## config.mk

```make
export PLATFORM = sky130hd
export DESIGN_NAME = z80_snd_responder
export DESIGN_NICKNAME = d
export VERILOG_FILES = /design/src/rtl/z80_snd_responder.sv
export SDC_FILE = /design/constraint.sdc
export NUM_CORES = 1
export LEC_CHECK = 0
export ABC_CLOCK_PERIOD_IN_PS = 4100
export CAP_MARGIN = 20
export CORE_MARGIN = 8
export CORE_UTILIZATION = 31
export CTS_BUF_LIST = sky130_fd_sc_hd__clkbuf_4
export DETAILED_ROUTE_END_ITERATION = 10
export GPL_ROUTABILITY_DRIVEN = 0
export PLACE_DENSITY = 0.7
export SKIP_LAST_GASP = 1
export SLEW_MARGIN = 20
export SYNTH_ARGS = -nofsm -noshare
export SYNTH_HDL_FRONTEND = slang
export SYNTH_SLANG_ARGS = --single-unit
```

## constraint.sdc

```tcl
create_clock -name clk -period 4.1 [get_ports clk]
set_input_delay 0.82 -clock clk [delete_from_list [all_inputs] [get_ports clk]]
set_output_delay 0.82 -clock clk [all_outputs]
set_load 0.02 [all_outputs]
```

## src/rtl/z80_snd_responder.sv

```systemverilog
// Sound-Z80 bus responder: host command latch with IRQ, status register and
// wait-state insertion for a slow memory-mapped region.
module z80_snd_responder #(
    parameter logic [15:0] LATCH_ADDR  = 16'hA000,
    parameter logic [15:0] STATUS_ADDR = 16'hA001,
    parameter logic [15:0] IRQCLR_ADDR = 16'hB000,
    parameter logic [15:0] SLOW_BASE   = 16'hC000,
    parameter logic [15:0] SLOW_MASK   = 16'hF000,
    parameter int unsigned WAIT_CYCLES = 3
) (
    input  logic        clk,
    input  logic        nRESET,
    input  logic [15:0] Z80_ADDR,
    input  logic [7:0]  Z80_DOUT,
    input  logic        nMREQ,
    input  logic        nIORQ,
    input  logic        nRD,
    input  logic        nWR,
    output logic [7:0]  Z80_DIN,
    output logic        nWAIT,
    output logic        nINT,
    input  logic        CMD_WR,
    input  logic [7:0]  CMD_DATA,
    input  logic [7:0]  MEM_DOUT
);

    typedef enum logic [1:0] {StIdle, StWait, StHold} state_e;

    localparam logic [3:0] WaitInit = 4'(WAIT_CYCLES - 1);

    state_e      state_q;
    logic [3:0]  cnt_q;
    logic        rd_q, wr_q;
    logic [7:0]  latch_q;
    logic        pending_q, overrun_q, nint_q;

    logic        rd_act, wr_act, rd_ev, wr_ev;
    logic        slow, start_wait, clr_rd, clr_wr;

    // Write data is irrelevant: any write to the clear address acknowledges.
    logic        unused_dout;
    assign unused_dout = ^Z80_DOUT;

    assign rd_act     = ~nMREQ & ~nRD & nIORQ;
    assign wr_act     = ~nMREQ & ~nWR & nIORQ;
    assign rd_ev      = rd_act & ~rd_q;
    assign wr_ev      = wr_act & ~wr_q;
    assign slow       = (Z80_ADDR & SLOW_MASK) == SLOW_BASE;
    assign start_wait = (rd_ev | wr_ev) & slow;
    assign clr_rd     = rd_ev & (Z80_ADDR == LATCH_ADDR);
    assign clr_wr     = wr_ev & (Z80_ADDR == IRQCLR_ADDR);

    always_ff @(posedge clk) begin
        // Strobe history runs through reset so a held strobe cannot re-trigger.
        rd_q <= rd_act;
        wr_q <= wr_act;
        if (!nRESET) begin
            latch_q   <= 8'h00;
            pending_q <= 1'b0;
            overrun_q <= 1'b0;
            nint_q    <= 1'b1;
            state_q   <= StIdle;
            cnt_q     <= 4'd0;
        end else begin
            if (CMD_WR) begin
                latch_q   <= CMD_DATA;
                pending_q <= 1'b1;
                nint_q    <= 1'b0;
                if (pending_q) overrun_q <= 1'b1;
            end else begin
                if (clr_rd || clr_wr) begin
                    pending_q <= 1'b0;
                    nint_q    <= 1'b1;
                end
                if (clr_wr) overrun_q <= 1'b0;
            end

            case (state_q)
                StIdle: begin
                    if (start_wait) begin
                        cnt_q   <= WaitInit;
                        state_q <= (WAIT_CYCLES == 1) ? StHold : StWait;
                    end
                end
                StWait: begin
                    if (nMREQ)               state_q <= StIdle;
                    else if (cnt_q == 4'd1)  state_q <= StHold;
                    else                     cnt_q   <= cnt_q - 4'd1;
                end
                StHold: begin
                    if (nMREQ) state_q <= StIdle;
                end
                default: state_q <= StIdle;
            endcase
        end
    end

    // The strobe clock itself counts as the first wait clock.
    always_comb begin
        nWAIT = 1'b1;
        case (state_q)
            StIdle:  nWAIT = ~start_wait;
            StWait:  nWAIT = nMREQ;
            default: nWAIT = 1'b1;
        endcase
    end

    always_comb begin
        Z80_DIN = MEM_DOUT;
        if (Z80_ADDR == LATCH_ADDR)       Z80_DIN = latch_q;
        else if (Z80_ADDR == STATUS_ADDR) Z80_DIN = {6'b0, overrun_q, pending_q};
    end

    assign nINT = nint_q;

endmodule

```

==> out/results.ini, run 1 <==
[drt]
antenna_left = 0
via_count = 993
drcViolationCount = 0
dr.first_iter.drc_count = 27
wl_per_cell_um = 14.4
viasPerCell = 4.80
firstDrtPassIters = 4
drt-total-wl_mm = 2.98

[placement]
placedCellCount = 203
dpl.hpwl_mm = 2.47
portBuffers = 48

[power]
leakage_nw = 0.623
power.internal_mw = 0.294
p_switching_mw = 0.0929
power_switching_share_pct = 24.0
p_per_area_mw_per_mm2 = 239
seqPwrFrac_pct = 51.0
combPwrFrac_pct = 23.2
clockPowerShare_pct = 25.8
max-vdd-ir-drop_v = 0.000224

[clocking]
ctsRootBufferMaster = clkbuf_4
cts_buffers = 3
worstSkewPairLatency_ps = 300
cts-hold-fix-buffers = 0
postCtsSetupRepairBufs = 0
clkTransAtPathRegs_ps = 100
cts_tree = done
clockBufferDepth = 2
cts.repair.resized = 0
cts_sinks = 19
htree_levels = 1

[floorplan]
die_area_mm2 = 0.00555
die_h_um = 74.5
placementRows = 21
initial_utilization_pct = 32.0
core_mm2 = 0.00331
io_pins = 57
die_w_um = 74.5

[setup_path]
cp_data_arrival_time_ps = 2940
critPathMaxStageDelay_ps = 550
worstSetupPathType = primary input to primary output
crit_chain = clkdlybuf4s50_1 > nor4_2 > nand4_1 > nor2_4 > mux2_2 > clkdlybuf4s50_1
crit_path_start_kind = primary input
cpLargestDelayFamily = buffers and inverters
crit_top_cell = clkdlybuf4s50_1
crit_fanout = 8
reg2reg_from = cnt_q[1]
critical_path_required_ps = 3280
cp_slowest_cell = clkdlybuf4s50_1
end_kind = primary output
setup.worst_path.start = Z80_ADDR[8]
cp_num_buf_inv = 2

[synth]
synthSimpleGateAreaFrac_pct = 28.1
synthCells = 112
synth_area_mm2 = 0.00106
synth_fp_nets = 161
yosys_most_used_dff = dfxtp_1
synth_warnings = 0
synth_top_area_cell = dfxtp_1
async_flop_share_pct = 0
synth-adder-area-share_pct = 2.36
synth_area_leaders = dfxtp_1 (36%), mux2_2 (8.5%), mux2i_1 (7.6%)
synth_compound_area_share_pct = 11.9
muxShareOfSynthArea_pct = 18.2
synth_enable_flop_cells = 0
synth_top_area_share_pct = 35.9
synth_area_per_cell_um2 = 9.46
synth_top_family_by_area = simple AND/OR/NAND/NOR gates
yosysSeqAreaShare_pct = 35.9
yosysMostFrequentCell = dfxtp_1
synth_xor_area_share_pct = 0
ys_ff_latch = 19
synth.distinct_cells = 36
netlist_top_cells_count = dfxtp_1 (19), nor2_1 (11), mux2_2 (8), mux2i_1 (8)

[status]
status = finished, final reports clean

[final_layout]
num-fill-cells = 336
area_growth_pct = 52.5
diodes = 0
drive_gt1_share_pct = 13.7
finalNetCount = 211
fin_cells = 207

[global_routing]
grt_pass1_vias = 1022
antenna_found_initial = 0
grtUsageTotal_pct = 10.5
grt_overflow = 0
grt_max_degree = 15
grt_pass1_wl_mm = 4.53

[sta]
fin_crit_ps = 3760
setup_viol = 0
fmax_mhz = 266
worst_slew_margin_rel_pct = 63.7
finalHoldViolations = 0
fin_skew_ps = 0.840
fin_crit_sh_pct = 91.8
slew_violations = 0
tns_ps = 0
worstMarginPinSlew_ps = 542
rsz0062_at_grt = false

[run]
cap_viol_max_count = 0

[worst_hold_path]
hp-class = flop to flop
min-delay-start = latch_q[6]

==> cells in the final DEF, fill, tap and decap left out, types with 2 or more instances in the layout <==
cell / netlist / routed
nand2_1: 7 / 7
a21oi_1: 5 / 5
nor2_1: 11 / 11
nor4_2: 2 / 2
o31a_1: 2 / 2
mux2_2: 8 / 8
ha_1: 2 / 2
o21ai_0: 3 / 3
inv_1: 7 / 7
clkbuf_4: 0 / 4
clkdlybuf4s50_1: 0 / 48
nor3_1: 2 / 2
mux2i_1: 8 / 8
nor3b_1: 2 / 2
mux2_1: 2 / 2
nor2b_1: 6 / 6
o22ai_1: 2 / 2
and3_1: 2 / 2
dfxtp_1: 19 / 19
nand4_1: 2 / 2
==> power groups by stage <==
stage / clock (mW) / combinational, mW / sequential, mW
after floorplan: 0 / 0.0343 / 0.201
after CTS: 0.105 / 0.0910 / 0.197
after global placement: 0 / 0.0881 / 0.201
after global routing: 0.112 / 0.0972 / 0.199
final: 0.0998 / 0.0898 / 0.197
after detailed placement: 0 / 0.0903 / 0.202
==> final cells by class <==
class	instances	area, µm²	share of cell area (%)
multi-input cells	83	642	39.7
flip-flops and latches	19	380	23.5
repair buffers	48	480	29.7
inverters	7	26.3	1.63
clock buffers	4	30.0	1.86
well taps	46	57.6	3.56
==> cells by family after synthesis <==
family,after synthesis
buffers and inverters,10
AO/OA/AOI/OAI,17
flip-flops,19
adder cells (fa/ha/maj),2
multiplexers,18
AND/OR/NAND/NOR,46
==> tightest hold or removal path: cells and delay by family, from the launching register on <==
kind | cells | cell delay, ps
flops | 1 | 330
simple gates | 1 | 70
mux | 1 | 60
==> flip-flops by register name, indices dropped and copies added (netlist names) <==
register and count:
cnt_q 4, latch_q 8, nINT 1, overrun_q 1
pending_q 1, rd_q 1, state_q 2, wr_q 1
==> metrics by stage <==
step,hold slack (ps),worst slack (ps),total power [mW],area [µm²],utilization (%)
6_report,495,338,0.387,1620,48.8
5_1_grt,530,209,0.408,1620,48.8
4_1_cts,491,311,0.394,1620,48.8
3_5_place_dp,475,310,0.292,1590,47.9
3_3_place_gp,466,366,0.289,1590,47.9
2_1_floorplan,442,1380,0.236,1060,-
==> routing by layer <==
| layer | global-route usage [%] | routed length [µm] |
|---|---|---|
| met1 | 11.5 | 1180 |
| met2 | 18.2 | 1480 |
| met3 | 3.23 | 281 |
| met4 | 4.13 | 35 |
| met5 | 0 | 0 |
==> final timing paths <==
check,cells after the start,slack [ps],to
min reg2reg,2,500,latch_q[6]
max reg2reg,5,2560,cnt_q[3]
min,2,500,latch_q[6]
max,6,340,Z80_DIN[5]
No activity file was read; power rests on OpenSTA's default activity.
==> run 2, diff against run 1 <==
- CORE_MARGIN: 8 -> not set
- CORE_UTILIZATION: 31 -> 43
- PLACE_DENSITY: 0.7 -> 0.91
==> out/results.ini, run 2 (same netlist as run 1, synthesis figures left out) <==
[status]
status = finished, final reports clean

[final_layout]
largest-register = latch_q
final_cell_mix = clkdlybuf4s50_1 (48), dfxtp_1 (19), nor2_1 (11), mux2_2 (8), mux2i_1 (8)
finalNetCount = 211  ; unchanged
final_common_cell = clkdlybuf4s50_1
diodes = 0  ; unchanged
reg_top3 = latch_q x8, cnt_q x4, state_q x2
num-fill-cells = 169  ; -50%
drive_gt1_share_pct = 13.7  ; unchanged
area_growth_pct = 50.4
largest_register_ffs = 8  ; unchanged

[setup_path]
worstSetupPathType = primary input to primary output
crit_path_start_kind = primary input
crit_top_cell = clkdlybuf4s50_1
cpLargestDelayFamily = buffers and inverters
critical_path_required_ps = 3280  ; about the same
cp_slowest_cell = clkdlybuf4s50_1
crit_chain = clkdlybuf4s50_1 > nor4_2 > nand4_1 > nor2_4 > mux2_2 > clkdlybuf4s50_1
cp_data_arrival_time_ps = 2990  ; +50 ps
crit_fanout = 8  ; unchanged
critPathMaxStageDelay_ps = 540  ; about the same
cp_num_buf_inv = 2  ; unchanged
end_kind = primary output

[drt]
dr.first_iter.drc_count = 6  ; -78%
firstDrtPassIters = 4  ; unchanged
routed-wl-met3_um = 181  ; -36%
drt-total-wl_mm = 2.79  ; -6.4%
dr.max_layer_used = met4
met2_wirelength_mm = 1.47  ; -0.74%
via_count = 1025  ; +3.2%
antenna_left = 0  ; unchanged
viasPerCell = 5.42  ; +13%
drcViolationCount = 0  ; unchanged
wl_per_cell_um = 14.7  ; +2.5%
m1WireLength_mm = 1.07  ; -9.0%

[sta]
rsz0062_at_grt = false
fin_crit_ps = 3810  ; +49.1 ps
fin_skew_ps = 20.2  ; +19.4 ps
finalHoldViolations = 0  ; unchanged
setup_viol = 0  ; unchanged
worst_slew_margin_rel_pct = 61.8  ; -1.9 points
slew_violations = 0  ; unchanged
tns_ps = 0  ; unchanged
fin_ws_ps = 289  ; -49.1 ps
fin_crit_sh_pct = 93.0  ; +1.2 points
hold_slack_ps = 495  ; -0.482 ps
fmax_mhz = 262  ; -1.3%
worstMarginPinSlew_ps = 571  ; +29.0 ps

[power]
leakage_nw = 0.619  ; -0.71%
power.internal_mw = 0.287  ; -2.5%
max-vdd-ir-drop_v = 0.000289  ; +29%
p_per_area_mw_per_mm2 = 243  ; +1.6%
seqPwrFrac_pct = 51.0  ; about the same
p_switching_mw = 0.101  ; +8.5%
power_switching_share_pct = 26.0  ; +2.0 points
combPwrFrac_pct = 23.3  ; about the same
clockPowerShare_pct = 25.7  ; about the same

[global_routing]
grt_pass1_vias = 1045  ; +2.3%
grt_max_degree = 15  ; unchanged
grtUsageTotal_pct = 21.9  ; +11 points
grt_pass1_wl_mm = 4.27  ; -5.8%
antenna_found_initial = 0  ; unchanged
grt_overflow = 0  ; unchanged

[clocking]
cts_tree = done
postCtsSetupRepairBufs = 0  ; unchanged
clkTransAtPathRegs_ps = 100  ; about the same
cts-hold-fix-buffers = 0  ; unchanged
htree_levels = 1  ; unchanged
worstSkewPairLatency_ps = 310  ; about the same
cts_sinks = 19  ; unchanged
clockBufferDepth = 2  ; unchanged
cts.repair.resized = 0  ; unchanged
ctsRootBufferMaster = clkbuf_4
cts_buffers = 3  ; unchanged

[floorplan]
die_w_um = 51.6  ; -31%
io_pins = 57  ; unchanged
die_area_mm2 = 0.00267  ; -52%
die_h_um = 51.6  ; -31%
initial_utilization_pct = 46.6  ; +15 points
core_mm2 = 0.00228  ; -31%
placementRows = 17  ; -19%

[placement]
place_ws_ps = 298  ; -12.7 ps
portBuffers = 48  ; unchanged
dpl.hpwl_mm = 2.14  ; -13%

[worst_hold_path]
hp-class = flop to flop

[run]
cap_viol_max_count = 0  ; unchanged

[run 2: through the flow]
stage	cells	utilization, %	cell area [µm²]	total power [mW]
after floorplan	112	-	1060	0.236
after global routing	189	70.0	1590	0.404
after global placement	185	68.7	1560	0.288
after detailed placement	185	68.7	1560	0.292
after CTS	189	70.0	1590	0.390
final	189	70.0	1590	0.388
[run 2: path summary, 6_finish.rpt]
path | start | to | slack (ps) | cells past startpoint
hold reg to reg | latch_q[5] | latch_q[5] | 490 | 2
setup reg to reg | cnt_q[1] | cnt_q[3] | 2530 | 5
hold / removal | latch_q[5] | latch_q[5] | 490 | 2
setup / recovery | Z80_ADDR[5] | Z80_DIN[0] | 290 | 6
[run 2: metal layers]
layer	vias up	track usage, %
met1	482	21.9
li1	499	-
met2	38	41.8
met3	6	4.68
met5	-	0
met4	0	11.3
[run 2: area by class of cell]
class	count	area, µm²	area share (%)
well taps	28	35.0	2.20
flip-flops and latches	19	380	23.9
repair buffers	48	480	30.1
clock buffers	3	22.5	1.41
inverters	7	26.3	1.65
clock inverters	1	7.51	0.471
multi-input cells	83	642	40.3
[run 2: power groups by stage]
| stage | Sequential [mW] | Combinational (mW) | Clock (mW) |
|---|---|---|---|
| final | 0.198 | 0.0902 | 0.0996 |
| after global routing | 0.199 | 0.0961 | 0.109 |
| after CTS | 0.198 | 0.0905 | 0.101 |
| after detailed placement | 0.202 | 0.0899 | 0 |
| after global placement | 0.201 | 0.0871 | 0 |
| after floorplan | 0.201 | 0.0343 | 0 |
[run 2: worst reg2reg max path: stages (launching register included)]
cell and delay, ps:
dfxtp_1 360, inv_1 80, ha_1 200, a211o_4 370
or2_1 250, a221oi_2 250
